### config.mk
export PLATFORM = sky130hd
export DESIGN_NAME = plane_stepper
export DESIGN_NICKNAME = d
export VERILOG_FILES = /design/src/rtl/pvr_interp_pkg.sv /design/src/rtl/plane_stepper_origin.sv /design/src/rtl/plane_stepper.sv
export SDC_FILE = /design/constraint.sdc
export NUM_CORES = 2
export LEC_CHECK = 0
export BUFFER_PORTS_ARGS = -buffer_cell sky130_fd_sc_hd__buf_4
export CORE_UTILIZATION = 30
export DETAILED_ROUTE_END_ITERATION = 16
export GPL_TIMING_DRIVEN = 0
export REMOVE_ABC_BUFFERS = 1
export SLEW_MARGIN = 15
export SYNTH_ARGS = -nofsm -noshare
export SYNTH_HDL_FRONTEND = slang
export SYNTH_HIERARCHICAL = 1
export SYNTH_SLANG_ARGS = --single-unit
export TNS_END_PERCENT = 50
### constraint.sdc
create_clock -name clock -period 7.76 [get_ports clock]
set_input_delay 1.552 -clock clock [delete_from_list [all_inputs] [get_ports clock]]
set_output_delay 1.552 -clock clock [all_outputs]
set_load 0.005 [all_outputs]
### src/rtl/pvr_interp_pkg.sv
// rtl/pvr_interp_pkg.sv - shared widths, types and stepper states for PVR plane interpolation
package pvr_interp_pkg;

    localparam int COEF_W       = 32;
    localparam int ACC_W_DEF    = 48;
    localparam int COORD_W      = 11;
    localparam int TILE_DIM_DEF = 32;

    typedef logic signed [COEF_W-1:0]    coef_t;
    typedef logic signed [ACC_W_DEF-1:0] acc_t;
    typedef logic        [COORD_W-1:0]   coord_t;

    typedef enum logic [1:0] {
        IDLE,
        SETUP,
        RUN,
        DONE
    } ps_state_t;

endpackage

### src/rtl/plane_stepper_origin.sv
// rtl/plane_stepper_origin.sv - combinational direct-form plane evaluation c + x*ddx + y*ddy
module plane_stepper_origin
    import pvr_interp_pkg::*;
#(
    parameter int ACC_W = ACC_W_DEF
) (
    input  coef_t                    ddx,
    input  coef_t                    ddy,
    input  logic signed [ACC_W-1:0]  c,
    input  coord_t                   x,
    input  coord_t                   y,
    output logic signed [ACC_W-1:0]  result
);

    logic signed [ACC_W-1:0] x_ext;
    logic signed [ACC_W-1:0] y_ext;
    logic signed [ACC_W-1:0] ddx_ext;
    logic signed [ACC_W-1:0] ddy_ext;

    // Pixel coordinates are magnitudes, so they widen without sign so that x=2047 stays 2047.
    assign x_ext   = {{(ACC_W-COORD_W){1'b0}}, x};
    assign y_ext   = {{(ACC_W-COORD_W){1'b0}}, y};
    assign ddx_ext = {{(ACC_W-COEF_W){ddx[COEF_W-1]}}, ddx};
    assign ddy_ext = {{(ACC_W-COEF_W){ddy[COEF_W-1]}}, ddy};

    assign result = c + x_ext * ddx_ext + y_ext * ddy_ext;

endmodule

### src/rtl/plane_stepper.sv
// rtl/plane_stepper.sv - add-only raster tile walker for plane equations; PLANE_STEPPER_CHECK_EN adds a direct-form checker
module plane_stepper
    import pvr_interp_pkg::*;
#(
    parameter int TILE_W = TILE_DIM_DEF,
    parameter int TILE_H = TILE_DIM_DEF,
    parameter int ACC_W  = ACC_W_DEF
) (
    input  logic                      clock,
    input  logic                      reset_n,
    input  logic                      start,
    input  logic signed [COEF_W-1:0]  coef_ddx,
    input  logic signed [COEF_W-1:0]  coef_ddy,
    input  logic signed [47:0]        coef_c,
    input  logic [COORD_W-1:0]        tile_x,
    input  logic [COORD_W-1:0]        tile_y,
    output logic                      busy,
    output logic                      out_valid,
    input  logic                      out_ready,
    output logic signed [COEF_W-1:0]  out_value,
    output logic [COORD_W-1:0]        out_x,
    output logic [COORD_W-1:0]        out_y,
    output logic                      out_last,
    output logic                      done
`ifdef PLANE_STEPPER_CHECK_EN
    ,
    output logic                      check_err
`endif
);

    localparam int CX_W = $clog2(TILE_W);
    localparam int CY_W = $clog2(TILE_H);
    localparam logic [CX_W-1:0] CX_MAX = CX_W'(TILE_W - 1);
    localparam logic [CY_W-1:0] CY_MAX = CY_W'(TILE_H - 1);

    ps_state_t               state_q, state_d;
    coef_t                   ddx_q, ddy_q;
    logic signed [ACC_W-1:0] c_q;
    coord_t                  tile_x_q, tile_y_q;
    logic signed [ACC_W-1:0] acc, row_base, origin;
    logic signed [ACC_W-1:0] ddx_ext, ddy_ext;
    logic [CX_W-1:0]         cx;
    logic [CY_W-1:0]         cy;
    logic                    accept, row_end, at_last;

    assign ddx_ext = ACC_W'(ddx_q);
    assign ddy_ext = ACC_W'(ddy_q);
    assign accept  = (state_q == RUN) && out_ready;
    assign row_end = (cx == CX_MAX);
    assign at_last = row_end && (cy == CY_MAX);

    plane_stepper_origin #(.ACC_W(ACC_W)) u_origin (
        .ddx    (ddx_q),
        .ddy    (ddy_q),
        .c      (c_q),
        .x      (tile_x_q),
        .y      (tile_y_q),
        .result (origin)
    );

    always_ff @(posedge clock or negedge reset_n) begin
        if (!reset_n) begin
            state_q <= IDLE;
        end else begin
            state_q <= state_d;
        end
    end

    always_comb begin
        state_d   = state_q;
        busy      = (state_q != IDLE);
        out_valid = 1'b0;
        out_value = '0;
        out_x     = '0;
        out_y     = '0;
        out_last  = 1'b0;
        done      = 1'b0;
        case (state_q)
            IDLE:  if (start) state_d = SETUP;
            SETUP: state_d = RUN;
            RUN: begin
                out_valid = 1'b1;
                out_value = acc[COEF_W-1:0];
                out_x     = tile_x_q + COORD_W'(cx);
                out_y     = tile_y_q + COORD_W'(cy);
                out_last  = at_last;
                if (accept && at_last) state_d = DONE;
            end
            DONE: begin
                done    = 1'b1;
                state_d = IDLE;
            end
            default: state_d = IDLE;
        endcase
    end

    // Each row restarts from row_base so column steps never accumulate across rows.
    always_ff @(posedge clock or negedge reset_n) begin
        if (!reset_n) begin
            ddx_q    <= '0;
            ddy_q    <= '0;
            c_q      <= '0;
            tile_x_q <= '0;
            tile_y_q <= '0;
            acc      <= '0;
            row_base <= '0;
            cx       <= '0;
            cy       <= '0;
        end else begin
            case (state_q)
                IDLE: begin
                    if (start) begin
                        ddx_q    <= coef_ddx;
                        ddy_q    <= coef_ddy;
                        c_q      <= ACC_W'(coef_c);
                        tile_x_q <= tile_x;
                        tile_y_q <= tile_y;
                    end
                end
                SETUP: begin
                    acc      <= origin;
                    row_base <= origin;
                    cx       <= '0;
                    cy       <= '0;
                end
                RUN: begin
                    if (accept && !row_end) begin
                        acc <= acc + ddx_ext;
                        cx  <= cx + 1'b1;
                    end else if (accept && !at_last) begin
                        row_base <= row_base + ddy_ext;
                        acc      <= row_base + ddy_ext;
                        cx       <= '0;
                        cy       <= cy + 1'b1;
                    end
                end
                default: ;
            endcase
        end
    end

`ifdef PLANE_STEPPER_CHECK_EN
    logic signed [ACC_W-1:0] direct;

    plane_stepper_origin #(.ACC_W(ACC_W)) u_check (
        .ddx    (ddx_q),
        .ddy    (ddy_q),
        .c      (c_q),
        .x      (out_x),
        .y      (out_y),
        .result (direct)
    );

    always_ff @(posedge clock or negedge reset_n) begin
        if (!reset_n) begin
            check_err <= 1'b0;
        end else if (state_q == IDLE && start) begin
            check_err <= 1'b0;
        end else if (accept && (32'(direct) != out_value)) begin
            check_err <= 1'b1;
        end
    end
`endif

endmodule

==> key figures <==
Logic synthesis
  • Syn Inst Count: 3438
  • Syn Std Cell Area: 31600 µm²
  • Ys Warns: 6
  • Syn Area/Cell: about 9 µm²

Worst setup path
  • Critical path arrival: roughly 8000 ps
  • FF-to-FF path depth: 26
  • Req. time, crit path: ~8100 ps
  • Critical Path Slowest Stage Cell: dfrtp_4
  • Critical path fanouts, max: 26
  • FF-to-FF Start: tile_y_q[0]
  • CP most frequent cell: fa_1
  • Setup crit start kind: flop
  • Max stage delay on crit path: around 600 ps
  • Crit Reg-Reg Endpoint: acc[27]
  • R2r setup slk: between 150 and 200 ps
  • CP Capture Type: flop
  • WS Path Type: flop to flop

Route
  • Final WL: 93700 µm
  • Vias: 23300
  • DR iter-0 viols: between 1000 and 1500
  • WL/cell: 19.3 µm
  • DRC violations left: 0
  • DRT Pass-1 Iters: 6
  • Antenna-violating nets left: 0
  • Drt via density: 4.81

CTS
  • CTS tree: yes
  • Skew-Pair Late Insertion Delay: between 500 and 600 ps
  • # hold bufs at CTS: 0
  • Max Buffers Root-to-Sink: 2
  • CTS Sinks: between 150 and 200
  • Clock buffer count from CTS: 17
  • H-tree Lvls: 4
  • CTS clk-pin slew, worst paths: ~80 ps
  • CTS root buf: clkbuf_16

Cells and area
  • Area of the multi-input gates: between 20000 and 25000 µm²
  • Layout area overhead: 11.0%
  • Diode count: 0
  • Number of nets in the layout: about 4300
  • Commonest non-fill, non-tap cell in the layout: inv_1
  • Fill cells: 10900
  • Most frequent cells in the layout: inv_1 (646), fa_1 (546), and2_1 (406), nand2_1 (364), ha_1 (205)
  • Share of layout cells above drive strength 1: between 10% and 20%
  • Register area: just under 5000 µm²

Run
  • Maxcap violations: 0

Outcome
  • Status: finished, final reports clean

Worst hold path
  • Min-delay worst type: flop to flop
  • Worst Hold Endpoint: row_base[15]
  • Hold Crit Start: row_base[15]
  • Min-Delay Path Depth: 2

Placed design
  • IO Port Bufs: about 180
  • Post-DP HPWL: about 75000 µm
  • RePlAce Congestion: between 0.9 and 1

Timing
  • Highest clock rate: about 0.13 GHz
  • Part of the cycle the worst path needs: between 90% and 100%
  • Fin. max-slew vios: 0
  • Hold_ws: about 490 ps
  • Layout Skew: approximately 21 ps
  • Final Hold Fails: 0
  • Worst-Margin Slew: between 1000 and 1500 ps
  • Final setup violation count: 0
  • Final min period: 7570 ps
  • Worst slew margin: 23.6%

Floorplanning
  • Die ar.: approximately 110000 µm²
  • Starting density of the core: between 30 and 40%
  • Site Rows: between 100 and 150
  • Core area: 104000 µm²
  • I/O Pins: just under 200
  • Die extent in x: 326 µm
  • Die Ht: around 330 µm

GRT
  • Total grt overflow: 0
  • Total GRT Usage: between 15 and 20%
  • Pin count of the biggest net entering global routing: 74
  • First-pass GRT wire length: 146000 µm
  • Vias in the first global route: approximately 25000
  • Antenna violations before repair: 2
per-layer routing:
metal  routed length (µm)  vias to the layer above  GRT usage [%]  part of all wire (%)
met4                 2060                        0           4.78                   2.2
met1                40800                    12100           23.5                    44
met5                    0                        -              0                     0
li1                     -                    10600              -                     -
met3                 3540                      107           2.19                   3.8
met2                47300                      580           31.5                    50
sequential cells by signal, indices dropped and copies added (netlist names):
| register | flops |
|---|---|
| ddy_q | 32 |
| cy | 5 |
| c_q | 32 |
| state_q | 2 |
| row_base | 32 |
| ddx_q | 32 |
| tile_x_q | 11 |
| acc | 32 |
| cx | 5 |
| tile_y_q | 11 |
critical path, delay by kind of cell (launching register included):
kind,cells,cell delay [ps]
AO/OA/AOI/OAI,6,1280
XOR/XNOR,1,110
adder cells (fa/ha/maj),8,3970
buffers and inverters,6,610
flip-flops,1,600
AND/OR/NAND/NOR,5,800
timing repair:
item                       4_1_cts  5_1_grt
pin swaps                        0        5
resized for setup                5       24
setup endpoints to repair        5       12
setup buffers                    0        3
cloned                           0        0
worst max-delay path by stage:
stage	from	depth (start not counted)	slack [ps]	endpoint
3_5_place_dp	tile_y_q[6]	24	-270	acc[28]
4_1_cts	ddy_q[8]	24	20	acc[31]
2_1_floorplan	tile_y_q[0]	22	970	acc[28]
5_1_grt	tile_y_q[0]	26	-7	acc[28]
3_3_place_gp	state_q[0]	7	-1030	acc[27]
6_report	tile_y_q[0]	26	190	acc[27]
per-stage QoR:
| step | setup TNS (ps) | area (µm²) | util, % | worst slack (ps) | std cells |
|---|---|---|---|---|---|
| 6_report | 0 | 35000 | 33.7 | 187 | 4847 |
| 3_5_place_dp | -502 | 34400 | 33.1 | -268 | 4813 |
| 2_1_floorplan | 0 | 30800 | - | 974 | 3238 |
| 4_1_cts | 0 | 34900 | 33.6 | 20.6 | 4844 |
| 5_1_grt | -6.53 | 35000 | 33.7 | -6.53 | 4847 |
| 3_3_place_gp | -30680 | 33900 | 32.6 | -1030 | 4797 |
final cells by class:
class | count | area share (%)
well taps | 1380 | 4.93
flip-flops and latches | 194 | 14.0
clock inverters | 11 | 0.350
repair buffers | 198 | 5.07
clock buffers | 20 | 1.30
inverters | 647 | 6.93
multi-input cells | 2397 | 67.4
Power is left out: the tool's default activity adds up to more than one toggle a clock period on the data nets, which glitch-free logic cannot reach.
